===== config.mk =====
export PLATFORM = sky130hd
export DESIGN_NAME = instruction_fetch
export DESIGN_NICKNAME = d
export VERILOG_FILES = /design/src/rtl/instruction_fetch.sv
export SDC_FILE = /design/constraint.sdc
export NUM_CORES = 1
export LEC_CHECK = 0
export ABC_AREA = 1
export ABC_CLOCK_PERIOD_IN_PS = 6100
export CORE_UTILIZATION = 40
export CTS_CLUSTER_SIZE = 25
export DETAILED_ROUTE_END_ITERATION = 16
export PLACE_DENSITY = 0.66
export SYNTH_ARGS = -nofsm -noshare
export SYNTH_HDL_FRONTEND = slang
export SYNTH_SLANG_ARGS = --single-unit

===== constraint.sdc =====
create_clock -name clk -period 6.1 [get_ports clk]
set_clock_uncertainty 0.15 [all_clocks]
set_input_delay 1.22 -clock clk [delete_from_list [all_inputs] [get_ports clk]]
set_output_delay 1.22 -clock clk [all_outputs]
set_load 0.05 [all_outputs]

===== src/rtl/instruction_fetch.sv =====
// instruction_fetch: PC, imem req/ack fetch, one-entry skid and IF/ID register.
// Optional HOLD-cycle counter output stall_cycles under `define IFETCH_PERF_EN.
module instruction_fetch #(
    parameter logic [31:0] RESET_PC = 32'h0000_0000
) (
    input  logic        clk,
    input  logic        rst,
    output logic        imem_req,
    output logic [31:0] imem_addr,
    input  logic        imem_ack,
    input  logic [31:0] imem_rdata,
    input  logic        stall,
    input  logic        branch_taken,
    input  logic [31:0] branch_target,
    output logic        if_id_valid,
    output logic [31:0] if_id_instr,
    output logic [31:0] if_id_pc4,
`ifdef IFETCH_PERF_EN
    output logic [15:0] stall_cycles,
`endif
    output logic [5:0]  op
);

    typedef enum logic [1:0] {
        IDLE,
        REQ,
        HOLD
    } fetchState_t;

    fetchState_t state;
    fetchState_t stateNext;

    logic [31:0] pc;
    logic [31:0] pcNext;
    logic [31:0] pcPlus4;
    logic [31:0] skidInstr;
    logic [31:0] skidPc4;
    logic [31:0] skidInstrNext;
    logic [31:0] skidPc4Next;
    logic        validNext;
    logic [31:0] instrNext;
    logic [31:0] pc4Next;
    logic        accept;

    assign pcPlus4   = pc + 32'd4;
    assign accept    = !stall || !if_id_valid;
    assign imem_req  = (state == REQ);
    assign imem_addr = pc;
    assign op        = if_id_instr[31:26];

    // FSM state register
    always_ff @(posedge clk or posedge rst) begin
        if (rst) begin
            state <= IDLE;
        end else begin
            state <= stateNext;
        end
    end

    // Next state and datapath loads; a taken branch overrides everything
    always_comb begin
        stateNext     = state;
        pcNext        = pc;
        validNext     = if_id_valid;
        instrNext     = if_id_instr;
        pc4Next       = if_id_pc4;
        skidInstrNext = skidInstr;
        skidPc4Next   = skidPc4;
        if (branch_taken) begin
            stateNext     = REQ;
            pcNext        = {branch_target[31:2], 2'b00};
            validNext     = 1'b0;
            instrNext     = 32'h0;
            skidInstrNext = 32'h0;
            skidPc4Next   = 32'h0;
        end else begin
            unique case (state)
                IDLE: begin
                    stateNext = REQ;
                end
                REQ: begin
                    if (imem_ack) begin
                        pcNext = pcPlus4;
                        if (accept) begin
                            validNext = 1'b1;
                            instrNext = imem_rdata;
                            pc4Next   = pcPlus4;
                        end else begin
                            skidInstrNext = imem_rdata;
                            skidPc4Next   = pcPlus4;
                            stateNext     = HOLD;
                        end
                    end else if (accept) begin
                        validNext = 1'b0;
                    end
                end
                HOLD: begin
                    if (!stall) begin
                        validNext = 1'b1;
                        instrNext = skidInstr;
                        pc4Next   = skidPc4;
                        stateNext = REQ;
                    end
                end
                default: begin
                    stateNext = IDLE;
                end
            endcase
        end
    end

    // PC, skid buffer and IF/ID registers
    always_ff @(posedge clk or posedge rst) begin
        if (rst) begin
            pc          <= RESET_PC;
            skidInstr   <= 32'h0;
            skidPc4     <= 32'h0;
            if_id_valid <= 1'b0;
            if_id_instr <= 32'h0;
            if_id_pc4   <= 32'h0;
        end else begin
            pc          <= pcNext;
            skidInstr   <= skidInstrNext;
            skidPc4     <= skidPc4Next;
            if_id_valid <= validNext;
            if_id_instr <= instrNext;
            if_id_pc4   <= pc4Next;
        end
    end

`ifdef IFETCH_PERF_EN
    // Saturating count of cycles spent in HOLD; only reset clears it
    always_ff @(posedge clk or posedge rst) begin
        if (rst) begin
            stall_cycles <= 16'h0;
        end else if (state == HOLD && stall_cycles != 16'hFFFF) begin
            stall_cycles <= stall_cycles + 16'd1;
        end
    end
`endif

endmodule


==> results.cfg <==
[worst_setup_path]
crit_chain = inv_1, ha_2, buf_4, inv_2, nand3_1, o211ai_2, a21oi_4, buf_4, o21ai_0
cp_data_required_time_ns = 6.25
ff2ff_setup_slack_ns = 2.21
cp.arrival_ns = 4.04
cpMostUsedCell = buf_4
end_kind = register
start_kind = register
critPathMaxStageDelay_ns = 0.67
cp_max_fo = 74
slowest_stage = inv_2
crit_type = register to register

[routing]
via_per_inst = 4.89
antenna_left = 0
first_pass_iters = 6
drt_iter0_markers = 433
drc = 0
vias = 6939
routedWlPerCell_um = 14.9
finalWirelength_mm = 21.2

[floorplanning]
initial_core_util_pct = 41.4
die_y_um = 142
boundaryPins = 173
die_area_mm2 = 0.0203
coreArea_mm2 = 0.0190
die_width_um = 142
core.rowCount = 50

[timing]
tightest_slew_ns = 1.19
setup-tns-final_ns = 0
hold_violations = 0
rsz0062_at_grt = false
setup_viol = 0
clock.fmax_ghz = 0.257
fin_crit_ns = 3.89
layout_setup_ws_ns = 2.21
slew_violations = 0
period_share_pct = 63.8
timing.slew.headroom_pct = 20.7

[layout]
nNetsFinal = 1220
design_area_mm2 = 0.0103
area_growth_pct = 30.9
drive_gt1_share_pct = 5.35
diodes = 0

[pwr]
seq_power_share_pct = 29.6
p_clk_share_pct = 20.0
p_int_uw = 2950
swShare_pct = 47.5
powerDensity_mw_per_mm2 = 546
max-vdd-ir-drop_v = 0.000303
p_sw_uw = 2670
pwr-share-comb_pct = 50.4
p_leak_uw = 0.00481

[clocking]
cts_sinks = 159
clkSlewWorstSetupHoldPaths_ns = 0.07
cts_buffers = 17
h-tree-depth = 4
post_cts_buffers = 0
clock_path_buffers = 2
root_buffer = clkbuf_16
clock_latency_ns = 0.43
ctsResizeCount = 0
cts_tree = built
hold_buffers = 0

[min_path]
hp-class = register to register

[global_route]
grt_overflow = 0
grt_max_degree = 87
grt_pass1_vias = 6728
grt_pass1_wl_mm = 35.0
antenna_found_initial = 0
track_usage_pct = 22.2

[synthesis]
synth_top_area_cell = dfrtp_1
yosysWarningCount = 0
synth_ff_type = dfrtp_1
synth_most_common_cell = nand2_1
synthArstFlopShare_pct = 100
synth.yosys.seq_area_share_pct = 50.5
synth.distinct_cells = 32
synthTopCellsByArea = dfrtp_1 (51%), nand2_1 (13%), o21ai_0 (8.2%), nor2_1 (7.2%), inv_1 (3.9%)
synth-seq-cells = 159
netlist_area_mm2 = 0.00788
netlist_instances = 1008
avgSynthCellArea_um2 = 7.81
synth_edf_count = 0
ys_top_cells_by_count = nand2_1 (269), dfrtp_1 (159), nor2_1 (152)
yosysTopAreaCellShare_pct = 50.5

[placed_design]
dp_hpwl_mm = 13.6
port_buffers = 168
dp_slack_ns = 1.86
gp_congestion = 0.837
dpl_cell_area_mm2 = 0.00968

[outcome]
status = completed

[run]
maxCapViolCount = 0
cell usage in the layout, fill, tap and decap left out, types with 2 or more instances in the layout:
cell             instances
and2_1                   2
nand3_1                 12
o21ai_1                  8
o21ai_0                129
a22o_1                  25
xor2_1                   9
inv_1                   80
nor2_2                   7
buf_4                   11
bufinv_16                3
dfrtp_1                159
nand2_2                  2
nand2_1                269
inv_2                    2
xnor2_1                  5
conb_1                   2
o21bai_1                 2
inv_6                    4
nor2_1                 150
a21oi_1                 49
a31oi_1                 10
clkbuf_16               17
ha_1                     5
clkinvlp_4               4
nand3b_1                 8
clkdlybuf4s50_1        168
clkbuf_8                 3
nor2_4                   4
path summary, 6_finish.rpt:
kind / from / endpoint / cells after the start
min in group asynchronous: rst / if_id_instr[1] / 2
min reg2reg: if_id_pc4[25] / if_id_pc4[25] / 2
min: if_id_pc4[25] / if_id_pc4[25] / 2
max: state[0] / if_id_instr[22] / 9
max in group asynchronous: rst / imem_addr[29] / 3
max reg2reg: state[0] / if_id_instr[22] / 9
state kept, by name, indices dropped and copies added (netlist names):
signal and count:
if_id_instr 32, skidInstr 32, if_id_pc4 31, skidPc4 31
imem_addr 30, state 2, if_id_valid 1
layout make-up:
class                           instances  area [um^2]
Fill cell                            1856         8710
Sequential cell                       159         3980
Multi-Input combinational cell        705         3300
Timing Repair Buffer                  179         1760
Clock buffer                           21          470
Tap cell                              260          325
Inverter                               83          317
Clock inverter                         11          151
stage by stage:
step / total power [uW] / hold slack [ns] / std cells / utilization (%)
2_1_floorplan: 3610 / 0.292 / 1009 / -
3_3_place_gp: 4500 / 0.304 / 1386 / 50.9
3_5_place_dp: 4520 / 0.317 / 1386 / 50.9
4_1_cts: 5670 / 0.334 / 1418 / 54.2
5_1_grt: 5960 / 0.350 / 1418 / 54.2
6_report: 5620 / 0.327 / 1418 / 54.2
layer usage:
layer	track usage, %	up-vias	part of all wire (%)
li1	-	3476	-
met1	29.3	3223	46
met2	35.6	216	46
met3	5.62	24	6.7
met4	7.36	0	1.6
met5	0	-	0
power by group through the flow:
stage	Clock, uW	Combinational [uW]	Sequential, uW
detailed placement	0	2840	1680
finish	1130	2830	1670
floorplan	0	1030	2580
CTS	1140	2860	1670
global placement	0	2820	1680
global route	1180	3060	1720
worst max-delay path: cells and delay by family (launching register included):
family,cells,cell delay [ns]
adder cells (fa/ha/maj),1,0.16
AND/OR/NAND/NOR,1,0.30
buffers and inverters,4,1.84
flip-flops,1,0.41
AO/OA/AOI/OAI,3,0.87
cells by family after synthesis:
family          Yosys count  synth area share, %
simple gates            455                 22.9
buf+inv                 145                 7.80
compound gates          228                 16.2
other cells               1               0.0476
flops                   159                 50.5
fa+ha+maj                 6                0.953
xor+xnor                 14                 1.56
Power figures use the tool's default switching activity.
